==> config.mk <==
export PLATFORM = sky130hd
export DESIGN_NAME = dma_wdata_streamer
export DESIGN_NICKNAME = d
export VERILOG_FILES = /design/src/rtl/dma_wdata_streamer.sv
export SDC_FILE = /design/constraint.sdc
export NUM_CORES = 2
export LEC_CHECK = 0
export ABC_AREA = 1
export CAP_MARGIN = 20
export CORE_AREA = 3 3 401 403
export CTS_BUF_LIST = sky130_fd_sc_hd__clkbuf_4
export CTS_CLUSTER_SIZE = 8
export DETAILED_ROUTE_END_ITERATION = 16
export DIE_AREA = 0 0 404 406
export MAX_ROUTING_LAYER = met4
export SYNTH_ARGS = -nofsm -noshare
export SYNTH_HDL_FRONTEND = slang
export SYNTH_SLANG_ARGS = --single-unit
==> constraint.sdc <==
create_clock -name clk -period 2.4 [get_ports clk]
set_input_delay 0.24 -clock clk [delete_from_list [all_inputs] [get_ports clk]]
set_output_delay 0.24 -clock clk [all_outputs]
set_load 0.02 [all_outputs]
==> src/rtl/dma_wdata_streamer.sv <==
// Drains the DMA data FIFO through a 2-entry prefetch buffer and emits it as a
// burst-framed write-data stream; the buffer hides the one-cycle FIFO read latency.
`timescale 1ns/1ps
module dma_wdata_streamer #(
   parameter int DMA_DATA_WIDTH = 512,
   parameter int WIDTH          = DMA_DATA_WIDTH,
   parameter int LEN_W          = 8
) (
   input  logic             clk,
   input  logic             rstn,
   input  logic             clear_i,
   input  logic             cmd_valid_i,
   output logic             cmd_ready_o,
   input  logic [LEN_W-1:0] cmd_len_i,
   input  logic             fifo_empty_i,
   output logic             fifo_rd_o,
   input  logic [WIDTH-1:0] fifo_data_i,
   output logic             wvalid_o,
   input  logic             wready_i,
   output logic [WIDTH-1:0] wdata_o,
   output logic             wlast_o,
   output logic             busy_o,
   output logic             dbg_state
);

   typedef enum logic {IDLE = 1'b0, BURST = 1'b1} state_t;

   state_t           state;
   logic [LEN_W-1:0] beat_cnt;
   logic [WIDTH-1:0] buf_q [2];
   logic [1:0]       cnt;
   logic             inflight;
   logic             pop;
   logic [1:0]       cnt_after_pop;
   logic [2:0]       occ_next;

   // Handshakes: a transfer happens in a cycle where valid and ready are both
   // high; once wvalid_o is up, wvalid_o/wdata_o/wlast_o hold until wready_i.
   assign wvalid_o    = (state == BURST) && (cnt != 2'd0);
   assign wdata_o     = buf_q[0];
   assign wlast_o     = wvalid_o && (beat_cnt == '0);
   assign cmd_ready_o = (state == IDLE);
   assign busy_o      = (state == BURST);
   assign dbg_state   = (state == BURST);

   assign pop           = wvalid_o && wready_i;
   assign cnt_after_pop = cnt - {1'b0, pop};
   // Occupancy after this cycle's pop plus the datum already on its way back.
   assign occ_next      = {1'b0, cnt_after_pop} + {2'b00, inflight};
   assign fifo_rd_o     = !fifo_empty_i && !clear_i && (occ_next < 3'd2);

   always_ff @(posedge clk or negedge rstn) begin
      if (!rstn) begin
         state    <= IDLE;
         beat_cnt <= '0;
      end else if (clear_i) begin
         state    <= IDLE;
         beat_cnt <= '0;
      end else begin
         case (state)
            IDLE: begin
               if (cmd_valid_i) begin
                  beat_cnt <= cmd_len_i;
                  state    <= BURST;
               end
            end
            BURST: begin
               if (pop) begin
                  if (wlast_o) state <= IDLE;
                  else         beat_cnt <= beat_cnt - LEN_W'(1);
               end
            end
            default: state <= IDLE;
         endcase
      end
   end

   always_ff @(posedge clk or negedge rstn) begin
      if (!rstn) begin
         cnt      <= 2'd0;
         inflight <= 1'b0;
         buf_q[0] <= '0;
         buf_q[1] <= '0;
      end else if (clear_i) begin
         // Data returning this cycle belongs to the flushed FIFO contents.
         cnt      <= 2'd0;
         inflight <= 1'b0;
      end else begin
         inflight <= fifo_rd_o;
         if (pop) buf_q[0] <= buf_q[1];
         if (inflight) begin
            if (cnt_after_pop == 2'd0) buf_q[0] <= fifo_data_i;
            else                       buf_q[1] <= fifo_data_i;
         end
         cnt <= cnt_after_pop + {1'b0, inflight};
      end
   end

   a_occ_max: assert property (@(posedge clk) disable iff (!rstn) occ_next <= 3'd2);

endmodule

# After elaboration in Yosys (flattened, before gate mapping)
# Index checks and enable logic that the tools add are counted.
[totals] out_inout_bits=518 ff_bits=1036 input_bits=526 wordCells=45
[classes] muxes=16 reduce_logical=12 bitwise_logic=3 n_addsub=4 eq_ne=3 magnitude_cmp=1
[op_table] op="512-bit 2-to-1 mux" n=3
[op_table] op="1024-bit 2-to-1 mux" n=1
[op_table] op="8-bit 2-to-1 mux" n=4
[op_table] op="8-bit one-hot mux with 2 select lines" n=1
[op_table] op="8-bit logical NOT" n=1
[op_table] op="8-bit by 1-bit subtractor with 8-bit output (second input constant)" n=1
[op_table] op="3-bit != test (second input constant)" n=2
[op_table] op="3-bit AND reduction" n=2
[op_table] op="1-bit logical AND" n=5
[op_table] op="1-bit 2-to-1 mux" n=5
[op_table] op="2-bit by 1-bit adder with 3-bit output" n=1
[op_table] op="3-bit by 2-bit less-than comparator with 1-bit output (second input constant)" n=1
[op_table] op="3-bit by 2-bit != test with 1-bit output (second input constant)" n=1
[op_table] op="1-bit NOT" n=3
[op_table] op="2-bit by 1-bit adder with 2-bit output" n=1
[op_table] op="1-bit logical NOT" n=2
[op_table] op="2-bit logical NOT" n=1
[op_table] op="2-bit 2-to-1 mux" n=1
[op_table] op="1-bit one-hot mux with 2 select lines" n=1
[op_table] op="2-bit nonzero test" n=1
[op_table] op="2-bit by 1-bit subtractor with 2-bit output" n=1

# Longest topological paths before layout
[depth] depth_word=8 depth_mapped=13 depth_no_buf=11

# Least setup slack after synthesis
# OpenSTA, ideal clock, no wires.
[synth_timing] path_type="register to output" from="register state, in the netlist busy_o" to="output fifo_rd_o" required_time_ns=2.160 path_stages_with_launch=12 t_arrival_ns=2.120 path_buffers=3 path_slack_ns=0.040 cell_sequence="dfrtp_1 buf_2 nand4_1 nand2_2 buf_2 buf_1 inv_1 ha_1 inv_1 ha_1 nand2_1 nor2_1"
[synth_between] elab_chain_cells=6
[synth_rtl] item="start: declaration" line_no="28" source="state_t state;"
[synth_rtl] item="start signal: assignment" line_no="54" source="state <= IDLE;"
[synth_rtl] item="start signal: assignment" line_no="57" source="state <= IDLE;"
[synth_rtl] item="start signal: assignment" line_no="64" source="state <= BURST;"
[synth_rtl] item="1-bit logical AND" line_no="39" source="assign wvalid_o = (state == BURST) && (cnt != 2'd0);"
[synth_rtl] item="1-bit logical AND" line_no="46" source="assign pop = wvalid_o && wready_i;"
[synth_rtl] item="2-bit by 1-bit subtractor with 2-bit output" line_no="47" source="assign cnt_after_pop = cnt - {1'b0, pop};"
[synth_rtl] item="2-bit by 1-bit adder with 3-bit output" line_no="49" source="assign occ_next = {1'b0, cnt_after_pop} + {2'b00, inflight};"
[synth_rtl] item="3-bit by 2-bit less-than comparator with 1-bit output" line_no="50" source="assign fifo_rd_o = !fifo_empty_i && !clear_i && (occ_next < 3'd2);"
[synth_rtl] item="1-bit logical AND" line_no="50"
[synth_rtl] item="end: declaration" line_no="16" source="output logic fifo_rd_o,"
# Every way passes these cells.

# Worst setup path in the final report
[layout_timing] from="register cnt[1]" to="output fifo_rd_o"
[layout_between] elab_chain_cells=7
[layout_rtl] item="start: declaration" line_no="31" source="logic [1:0] cnt;"
[layout_rtl] item="start signal: assignment" line_no="95" source="cnt <= cnt_after_pop + {1'b0, inflight};"
[layout_rtl] item="2-bit nonzero test" line_no="39"
[layout_rtl] item="1-bit logical AND" line_no="39"
[layout_rtl] item="1-bit logical AND" line_no="46"
[layout_rtl] item="2-bit by 1-bit subtractor with 2-bit output (*)" line_no="47"
[layout_rtl] item="2-bit by 1-bit adder with 3-bit output (*)" line_no="49"
[layout_rtl] item="3-bit by 2-bit less-than comparator with 1-bit output (*)" line_no="50"
[layout_rtl] item="1-bit logical AND (*)" line_no="50"
# Mark *: on every way between the ends. The rest lies on a longest branch, timed or not.

==> results.py <==
metrics = {
    "outcome": {
        "status": "finished with violations",
        "violations": "setup timing",
    },
    "drt": {
        "first_pass_iters": 8,
        "routed.top_layer": "met4",
        "wire_per_inst_um": 18.5,
        "routed-wl-met2_um": 97500,
        "via_per_inst": 5.02,
        "drtIter0Drc": 5283,
        "drc_errors": 0,
        "routed-wl-met3_um": 17100,
        "met1_length_um": 88500,
        "vias": 58000,
        "ant_nets": 0,
        "routed_wl_um": 213000,
    },
    "critical_path": {
        "criticalPathCategory": "reg2out",
        "worst_setup_path_end_kind": "primary output",
        "r2r-start": "cnt[1]$_DFF_PN0_",
        "worstPathMaxFanout": 3,
        "ff2ff_setup_slack_ps": -100,
        "endpoint": "fifo_rd_o",
        "r2r-end": "buf_q[375]$_DFFE_PN0P_",
        "startpoint_type": "register",
        "cp_data_arrival_time_ps": 2810,
        "cp-startpoint": "cnt[1]$_DFF_PN0_",
        "r2r_cells": 11,
        "critPathRequiredTime_ps": 2160,
    },
    "power": {
        "ir_drop_v": 0.000426,
        "powerDensity_nw_per_um2": 845,
        "p_leak_nw": 41.7,
        "power.total_mw": 66.0,
    },
    "layout": {
        "drive_above_1_share_pct": 12.6,
        "syn_to_final_growth_pct": 36.9,
        "final_common_cell": "nand2_1",
        "finalNetCount": 9763,
        "layout_common_cells": "2601 x nand2_1, 1038 x inv_1, 1018 x dfrtp_1, 917 x dlygate4sd3_1, 690 x o21ai_0",
    },
    "floorplanning": {
        "initial_utilization_pct": 36.1,
        "rows": 146,
        "core-area_um2": 158000,
        "die_area_um2": 164000,
        "chipHeight_um": 406,
        "io_pins": 1044,
        "dieWidth_um": 404,
    },
    "cts": {
        "cts-root-buf": "clkbuf_4",
        "clk_pin_slew_ps": 60,
        "clk_latency_ps": 1290,
        "clock-sinks": 1036,
        "cts_buffers": 319,
        "cts_tree": "done",
        "clock_path_buffers": 4,
        "htreeDepth": 5,
    },
    "logic_synthesis": {
        "synth.area.mux_share_pct": 0,
        "ys_top_cells_by_area": "dfrtp_1 45%, nand2_1 17%, buf_4 6.9%",
        "synth.yosys.warnings": 0,
        "yosys.area_share.adder_pct": 0.0877,
        "synth_top_family_by_area": "simple AND/OR/NAND/NOR gates",
        "ys_seq_area_share_pct": 45.4,
        "yosys.area_share.simple_pct": 27.5,
        "syn_area_per_cell_um2": 7.25,
        "syn_inst": 7866,
        "syn-num-nets": 8396,
        "synthDistinctLibCells": 23,
        "synthXorXnorAreaFrac_pct": 0,
        "ys_ff_latch": 1036,
        "synth_top_area_share_pct": 45.4,
        "synth_area_um2": 57100,
        "synth-compound-area-share_pct": 9.11,
        "synth_top_area_cell": "dfrtp_1",
    },
    "timing": {
        "hold_viol": 0,
        "period_minus_slack_ps": 3050,
        "setup-violations-final": 281,
        "skew_ps": 91.9,
        "max-slew-margin-rel_pct": 8.89,
        "report.final.slew_viol_count": 0,
        "tns_ps": -11160,
        "worst_pin_slew_ps": 1370,
        "worst_slack_ps": -653,
        "max_freq_mhz": 328,
        "final.period_utilization_pct": 127,
        "rsz0062_at_grt": "yes",
    },
    "global_routing": {
        "grt_overflow": 0,
        "grt_antenna_before_repair": 32,
        "grt_usage_pct": 25.8,
        "grt_first_pass_wirelength_um": 328000,
        "grt_pass1_vias": 56200,
        "grt_max_degree": 183,
    },
    "placed_design": {
        "routabilityCongestion": 0.856,
        "port_buffers": 1043,
        "hpwl_um": 129000,
    },
    "min_path": {
        "min_path_type": "in2reg",
    },
    "job": {
        "drv_cap": 0,
    },
}
-- flip-flops by register name, indices dropped and copies added, names as in the netlist --
name / flops
beat_cnt: 8
buf_q: 512
busy_o: 1
cnt: 2
inflight: 1
wdata_o: 512
-- report_power, final --
part / internal (mW) / switching [mW]
sequential: 23.5 / 3.80
combinational: 8.83 / 12.7
clock: 9.06 / 8.09
-- through the flow --
| step | worst slack, ps | utilization, % | cell area [um^2] | hold slack, ps | cells |
|---|---|---|---|---|---|
| 2_1_floorplan | 39.9 | - | 57100 | -55.6 | 7866 |
| 3_3_place_gp | -682 | 41.8 | 65900 | 224 | 10100 |
| 3_5_place_dp | -655 | 41.8 | 65900 | 225 | 10100 |
| 5_1_grt | -901 | 49.5 | 78100 | 56.7 | 11500 |
| 4_1_cts | -955 | 49.3 | 77900 | 0.232 | 11500 |
| 6_report | -653 | 49.5 | 78100 | 209 | 11500 |
-- repair_timing --
action | 4_1_cts | 5_1_grt
cloned | 0 | 3
setup endpoints to repair | 904 | 679
hold buffers | 918 | 0
endpoints found under the hold margin | 2072 | 0
setup buffers | 11 | 2
pin swaps | 7 | 3
resized for setup | 2024 | 8
-- how the worst min path moves through the flow --
stage          depth (start not counted)                        to  slack, ps             start
5_1_grt                                4    buf_q[272]$_DFFE_PN0P_         60  fifo_data_i[272]
3_3_place_gp                           1  wdata_o[471]$_DFFE_PN0N_        220              rstn
2_1_floorplan                          0   beat_cnt[0]$_DFFE_PN0P_        -60              rstn
3_5_place_dp                           1  wdata_o[471]$_DFFE_PN0N_        230              rstn
4_1_cts                                4    buf_q[448]$_DFFE_PN0P_        0.2  fifo_data_i[448]
6_report                               4    buf_q[218]$_DFFE_PN0P_        210  fifo_data_i[218]
-- cell type report --
type / instances / area, um^2
antenna: 43 / 108
clock buffer: 471 / 3540
clock inverter: 49 / 239
fill: 15000 / 79700
inverter: 1046 / 3950
multi-input combinational: 4702 / 21100
sequential: 1036 / 25900
tap: 2072 / 2590
timing repair buffer: 2128 / 20700
-- cells in the mapped netlist --
cell and instances:
nor3_1 1, clkbuf_1 356, o21ai_0 690, ha_1 4, dfrtp_1 1036, nand3_1 530
buf_2 146, buf_4 526, buf_6 3, nand4_1 515, o21bai_1 1, clkinv_1 1
buf_1 51, inv_1 1043, nand2_1 2603, a21oi_2 1, nand3_2 1, nand4_2 1
a21oi_1 2, nand2_2 2, inv_2 2, nor2_1 8, o21ai_1 343
-- logic make-up after synthesis --
family	Yosys count
simple gates	3661
flops	1036
fa+ha+maj	4
compound gates	1037
buf+inv	2128
-- per-layer routing --
layer / vias up / track usage, %
met5: - / -
met4: 0 / 12.4
met3: 479 / 5.75
met2: 2548 / 38.8
met1: 27600 / 32.9
li1: 27300 / -
-- worst max-delay path, cell delays in order, from the launching register on --
cell	delay, ps
dfrtp_2	410
inv_8	40
nand2_4	70
nand4_1	200
nand2_8	150
inv_4	40
ha_4	150
inv_2	60
ha_4	130
nand2_4	70
nor2_4	130
buf_6	140
(Power assumes the default switching activity.)
